[config.mk]
export PLATFORM = sky130hd
export DESIGN_NAME = lcd_frame_writer
export DESIGN_NICKNAME = d
export VERILOG_FILES = /design/src/rtl/lcd_pkg.sv /design/src/rtl/lcd_frame_writer.sv
export SDC_FILE = /design/constraint.sdc
export NUM_CORES = 1
export LEC_CHECK = 0
export BUFFER_PORTS_ARGS = -buffer_cell sky130_fd_sc_hd__buf_2
export CELL_PAD_IN_SITES_DETAIL_PLACEMENT = 2
export CELL_PAD_IN_SITES_GLOBAL_PLACEMENT = 2
export CORE_MARGIN = 2
export CORE_UTILIZATION = 34
export DETAILED_ROUTE_END_ITERATION = 10
export PLACE_DENSITY = 0.95
export SYNTH_ARGS = -nofsm -noshare
export SYNTH_HDL_FRONTEND = slang
export SYNTH_SLANG_ARGS = --single-unit
export TNS_END_PERCENT = 30
[constraint.sdc]
create_clock -name TX_CLK -period 8.48 [get_ports TX_CLK]
set_input_delay 0.848 -clock TX_CLK [delete_from_list [all_inputs] [get_ports TX_CLK]]
set_output_delay 0.848 -clock TX_CLK [all_outputs]
set_load 0.01 [all_outputs]
[src/rtl/lcd_pkg.sv]
// Shared constants, state type and character sanitiser for the serial-LCD
// frame writer (SparkFun 16x2 command set).
package lcd_pkg;

    localparam logic [7:0] LCD_CMD_PREFIX     = 8'hFE;
    localparam logic [7:0] LCD_SPECIAL_PREFIX = 8'h7C;
    localparam logic [7:0] LCD_CMD_CLEAR      = 8'h01;
    localparam logic [7:0] LCD_ADDR_LINE1     = 8'h80;
    localparam logic [7:0] LCD_ADDR_LINE2     = 8'hC0;
    localparam logic [7:0] LCD_SUB_CHAR       = 8'h20;
    localparam int         LCD_COLS           = 16;

    typedef enum logic [3:0] {
        S_IDLE,
        S_CLR_PREFIX,
        S_CLR_CMD,
        S_CLR_WAIT,
        S_L1_PREFIX,
        S_L1_ADDR,
        S_L1_CHARS,
        S_L2_PREFIX,
        S_L2_ADDR,
        S_L2_CHARS,
        S_DONE
    } lcd_state_e;

    // Text bytes that look like command prefixes would hijack the display.
    function automatic logic [7:0] lcd_sanitise(input logic [7:0] c);
        return ((c == LCD_CMD_PREFIX) || (c == LCD_SPECIAL_PREFIX)) ? LCD_SUB_CHAR : c;
    endfunction

endpackage

[src/rtl/lcd_frame_writer.sv]
// Pushes a full clear + two-line SparkFun serial-LCD byte stream into the TX
// FIFO on a start pulse; the UART drains the FIFO independently.
module lcd_frame_writer
    import lcd_pkg::*;
#(
    parameter int unsigned CLEAR_EN   = 1,
    parameter int unsigned CLEAR_WAIT = 40
) (
    input  logic         TX_CLK,
    input  logic         rst,
    input  logic         start,
    input  logic [127:0] line1,
    input  logic [127:0] line2,
    input  logic         wrfull,
    output logic         wrreq,
    output logic [7:0]   wr_data,
    output logic         busy,
    output logic         done
);

    lcd_state_e   state_q, state_d;
    logic [15:0]  cnt_q, cnt_d;
    logic [3:0]   idx_q, idx_d;
    logic [127:0] l1_q, l1_d;
    logic [127:0] l2_q, l2_d;
    logic         emit;
    logic [6:0]   col_lsb;

    // Column 0 lives in the top byte, so index 0 maps to bit 120.
    assign col_lsb = {4'(LCD_COLS - 1) - idx_q, 3'b000};

    always_comb begin
        emit    = 1'b0;
        wr_data = 8'h00;
        case (state_q)
            S_CLR_PREFIX: begin emit = 1'b1; wr_data = LCD_CMD_PREFIX; end
            S_CLR_CMD:    begin emit = 1'b1; wr_data = LCD_CMD_CLEAR;  end
            S_L1_PREFIX:  begin emit = 1'b1; wr_data = LCD_CMD_PREFIX; end
            S_L1_ADDR:    begin emit = 1'b1; wr_data = LCD_ADDR_LINE1; end
            S_L1_CHARS:   begin emit = 1'b1; wr_data = lcd_sanitise(l1_q[col_lsb +: 8]); end
            S_L2_PREFIX:  begin emit = 1'b1; wr_data = LCD_CMD_PREFIX; end
            S_L2_ADDR:    begin emit = 1'b1; wr_data = LCD_ADDR_LINE2; end
            S_L2_CHARS:   begin emit = 1'b1; wr_data = lcd_sanitise(l2_q[col_lsb +: 8]); end
            default:      begin emit = 1'b0; wr_data = 8'h00; end
        endcase
        wrreq = emit && !wrfull && !rst;
        busy  = (state_q != S_IDLE) && !rst;
        done  = (state_q == S_DONE) && !rst;
    end

    always_comb begin
        state_d = state_q;
        cnt_d   = cnt_q;
        idx_d   = idx_q;
        l1_d    = l1_q;
        l2_d    = l2_q;
        case (state_q)
            S_IDLE: begin
                if (start) begin
                    l1_d    = line1;
                    l2_d    = line2;
                    state_d = (CLEAR_EN != 0) ? S_CLR_PREFIX : S_L1_PREFIX;
                end
            end
            S_CLR_PREFIX: if (wrreq) state_d = S_CLR_CMD;
            S_CLR_CMD: begin
                if (wrreq) begin
                    state_d = S_CLR_WAIT;
                    cnt_d   = 16'd0;
                end
            end
            S_CLR_WAIT: begin
                if (cnt_q == 16'(CLEAR_WAIT - 1)) begin
                    state_d = S_L1_PREFIX;
                    cnt_d   = 16'd0;
                end else begin
                    cnt_d = cnt_q + 16'd1;
                end
            end
            S_L1_PREFIX: if (wrreq) state_d = S_L1_ADDR;
            S_L1_ADDR:   if (wrreq) state_d = S_L1_CHARS;
            S_L1_CHARS: begin
                if (wrreq) begin
                    idx_d = idx_q + 4'd1;
                    if (idx_q == 4'(LCD_COLS - 1)) state_d = S_L2_PREFIX;
                end
            end
            S_L2_PREFIX: if (wrreq) state_d = S_L2_ADDR;
            S_L2_ADDR:   if (wrreq) state_d = S_L2_CHARS;
            S_L2_CHARS: begin
                if (wrreq) begin
                    idx_d = idx_q + 4'd1;
                    if (idx_q == 4'(LCD_COLS - 1)) state_d = S_DONE;
                end
            end
            S_DONE:  state_d = S_IDLE;
            default: state_d = S_IDLE;
        endcase
        // Reset overrides every transition, including a coincident start.
        if (rst) begin
            state_d = S_IDLE;
            cnt_d   = 16'd0;
            idx_d   = 4'd0;
            l1_d    = '0;
            l2_d    = '0;
        end
    end

    always_ff @(posedge TX_CLK) begin
        state_q <= state_d;
        cnt_q   <= cnt_d;
        idx_q   <= idx_d;
        l1_q    <= l1_d;
        l2_q    <= l2_d;
    end

endmodule

==> metrics.md <==
| Metric | Value |
|---|---|
| Critical Path AT | 4.56 ns |
| Vias in the first global route | 13985 |
| Min-delay src | l2_q[8]$_SDFFE_PP0P_ |
| Final Core Density | between 40% and 50% |
| Wirelength per Cell | 26.9 um |
| Core Region | 36300 um2 |
| Die H | 195 um |
| DP Cell Count | between 2000 and 2500 |
| Fin Setup TNS | 0 ns |
| GR Overflow Total | 0 |
| Routed wire length | between 50 and 60 mm |
| Postcts setup bufs | 0 |
| H-Tree Depth | 1 |
| CP max FO | 47 |
| Cell area after synthesis | 12400 um2 |
| Dpl hpwl | 37.2 mm |
| Final Hold Viols | 0 |
| IO Pins | approximately 270 |
| Rows | 70 |
| Worst hold path endpoint | l2_q[8]$_SDFFE_PP0P_ |
| Warnings from Yosys | 0 |
| Fmax | 185 MHz |
| CTS Buf Count | 31 |
| Initial antenna violation count | 1 |
| Number of buffers added on ports | 270 |
| Power Density | 315 nW/um2 |
| Post-synth EDFFs | 0 |
| Fillers | 4020 |
| Worst slew margin | 15.7% |
| Max Clock Skew | 0.0226 ns |
| Max-slew violations | 0 |
| TritonRoute pass-1 iters | 5 |
| CTS Buffer Depth | 3 |
| Clock Sinks | 280 |
| DR iter-0 viols | roughly 1200 |
| Die X | 195 um |
| Async SR Flop Fraction | 0% |
| Largest net degree at the start of global routing | 118 |
| Avg Cell Area, Syn | between 8 and 9 um2 |
| Share of layout cells above drive strength 1 | a little under a quarter |
| WHS Path Cells | 2 |
| Final setup fails | 0 |
| Worst Setup Start Kind | flop |
| Area growth from synthesis to layout | 21.4% |
| Internal reg-to-reg setup slack | between 4 and 5 ns |
| Hold Path Class | reg2reg |
| Count of different cell masters after synthesis | about 60 |
| Initial Util | about 34% |
| Gp weighted congestion | 0.870 |
| Via-to-Cell Ratio | 5.71 |
| Cells after synthesis | between 1500 and 2000 |
| Critical path endpoint category | output port |
| Place WS | roughly 3.8 ns |
| Die area | between 30000 and 40000 um2 |
| LEAKAGE | between 5 and 6 nW |
| DR vias | 12491 |
| RSZ-0062 raised after global routing | false |
| CTS tree | yes |
| Critical path required time | between 7 and 8 ns |
| Fin crit share | ~64% |
| Design area | 15100 um2 |
| Critical path class | reg2out |
| Reg-to-reg endpoint | l1_q[33]$_SDFFE_PP0P_ |
| Root Buffer | clkbuf_16 |
| Least-Margin Pin Slew | between 1 and 1.5 ns |
| Post-synth top flop | dfxtp_1 |
| Non-filler cells, final | 2189 |
| Clock slew at reported path FFs | 0.07 ns |
| Synthesized Nets | 1769 |
| GR Util All Layers | 30.1% |
| Final nets | 1956 |
| Sequential area share after synthesis | 45.1% |
| CTS Hold Buffers Added | 0 |
| Worst-Skew Late Latency | 0.59 ns |
| Worst r2r src | state_q[3]$_SDFFE_PP0P_ |
| Synthesis-stage register bit count | 280 |
| MaxCap Viol Count | 0 |
| DRC viols | 0 |
| First-pass GRT wire length | 87.4 mm |
| Status | completed |
| Post-CTS Resized | 0 |
| Remaining antenna violation count | 0 |
| Maximum VDD drop | between 150 and 200 uV |
| R2r worst-path depth | 5 |
| Final setup margin | 3.07 ns |
| Fin crit period | 5.41 ns |
| DP Area | 13900 um2 |
state kept, by name (all words and copies together) (netlist names):
register and flops:
state_q 4, l1_q 128, idx_q 4, l2_q 128, cnt_q 16
cells by family (layout without fill, tap and decap cells):
kind of cell,after synthesis,after routing,synth area share [%]
compound gates,356,356,15.7
xor+xnor,6,6,0.423
fa+ha+maj,2,2,0.201
buf+inv,127,339,4.26
flops,280,280,45.1
mux,83,83,13.2
other cells,0,2,0
simple gates,653,653,21.1
area by class of cell:
type | instances | area [um2] | share of cell area [%]
Antenna cell | 2 | 5.00 | 0.0332
Clock buffer | 37 | 848 | 5.62
Clock inverter | 21 | 294 | 1.95
Inverter | 3 | 11.3 | 0.0747
Multi-Input combinational cell | 1100 | 6300 | 41.8
Sequential cell | 280 | 5610 | 37.2
Tap cell | 468 | 586 | 3.88
Timing Repair Buffer | 278 | 1420 | 9.42
critical path: stages (launching register included):
cell and delay, ns:
dfxtp_4 0.57, buf_4 0.72, mux4_2 0.61, nand2b_1 0.18
a21oi_2 0.22, or4b_1 0.51, or4_4 0.54, nand2_1 0.12
o221ai_1 0.22, buf_2 0.22
cell usage in the layout (no fill, tap or decap), types with 6 or more instances in the layout:
cell type  netlist  routed
a311oi_1         7       7
nor2b_1          6       6
mux2i_1         16      16
dfxtp_1        280     277
buf_4            3       8
bufinv_16        0       7
mux4_2          59      59
a22o_1           7       7
a31oi_1          6       6
nor2_1          43      43
a22oi_1          6       6
nand2_1        545     544
a21oi_1        277     277
o21ai_0         22      22
clkinv_2         0       9
clkbuf_16        0      31
buf_2            9     269
nand2b_1         8       8
nand3_1         12      12
power breakdown:
| part | internal [W] | switching (W) | leakage (nW) |
|---|---|---|---|
| registers | 0.00158 | 0.000249 | 2.30 |
| logic | 0.000416 | 0.000966 | 2.92 |
| clock network | 0.000926 | 0.000622 | 0.558 |
| total | 0.00292 | 0.00184 | 5.77 |
metal layers:
layer / part of all wire [%] / global-route usage [%]
met1: 39 / 34.8
met2: 50 / 52.9
met3: 4.9 / 4.27
met4: 6.5 / 18.0
met5: 0.022 / 0
cell usage after synthesis (3+ instances only):
library cell | instances | area [um2]
xnor2_1 | 3 | 26.3
a22oi_1 | 6 | 45.0
o31ai_1 | 3 | 22.5
mux4_2 | 59 | 1330
o21ai_0 | 22 | 110
nor4_1 | 5 | 31.3
buf_1 | 6 | 22.5
a311oi_1 | 7 | 61.3
a22o_1 | 7 | 61.3
buf_6 | 4 | 45.0
nand2b_1 | 8 | 50.1
inv_1 | 3 | 11.3
mux4_1 | 4 | 105
mux2_2 | 4 | 45.0
xor2_1 | 3 | 26.3
a31oi_1 | 6 | 37.5
a21oi_1 | 277 | 1390
and2_1 | 3 | 18.8
buf_4 | 3 | 22.5
mux2i_1 | 16 | 160
nand3b_1 | 4 | 30.0
nor3_1 | 4 | 20.0
nand2_1 | 545 | 2050
nor2_1 | 43 | 161
nand3_1 | 12 | 60.1
a211oi_1 | 3 | 22.5
a21o_1 | 3 | 22.5
nand4_1 | 5 | 31.3
clkbuf_1 | 102 | 383
dfxtp_1 | 280 | 5610
and3_1 | 5 | 31.3
or3_1 | 4 | 25.0
buf_2 | 9 | 45.0
nor2b_1 | 6 | 37.5
stage by stage:
| step | total power (W) | hold slack (ns) |
|---|---|---|
| after floorplan | 0.00257 | 0.432 |
| after global placement | 0.00299 | 0.440 |
| after detailed placement | 0.00310 | 0.452 |
| after CTS | 0.00473 | 0.462 |
| after global routing | 0.00493 | 0.484 |
| final | 0.00476 | 0.459 |
how the worst max path moves through the flow:
stage | startpoint | to | slack, ns | depth (start not counted)
3_3_place_gp | idx_q[1]$_SDFFE_PP0P_ | wr_data[2] | 3.97 | 9
5_1_grt | idx_q[1]$_SDFFE_PP0P_ | wr_data[2] | 2.96 | 9
6_report | idx_q[1]$_SDFFE_PP0P_ | wr_data[2] | 3.07 | 9
4_1_cts | idx_q[1]$_SDFFE_PP0P_ | wr_data[2] | 3.12 | 9
3_5_place_dp | idx_q[1]$_SDFFE_PP0P_ | wr_data[6] | 3.81 | 9
2_1_floorplan | idx_q[0]$_SDFFE_PP0P_ | wr_data[7] | 4.93 | 7
Note: power is estimated with default switching activity, not from simulation.
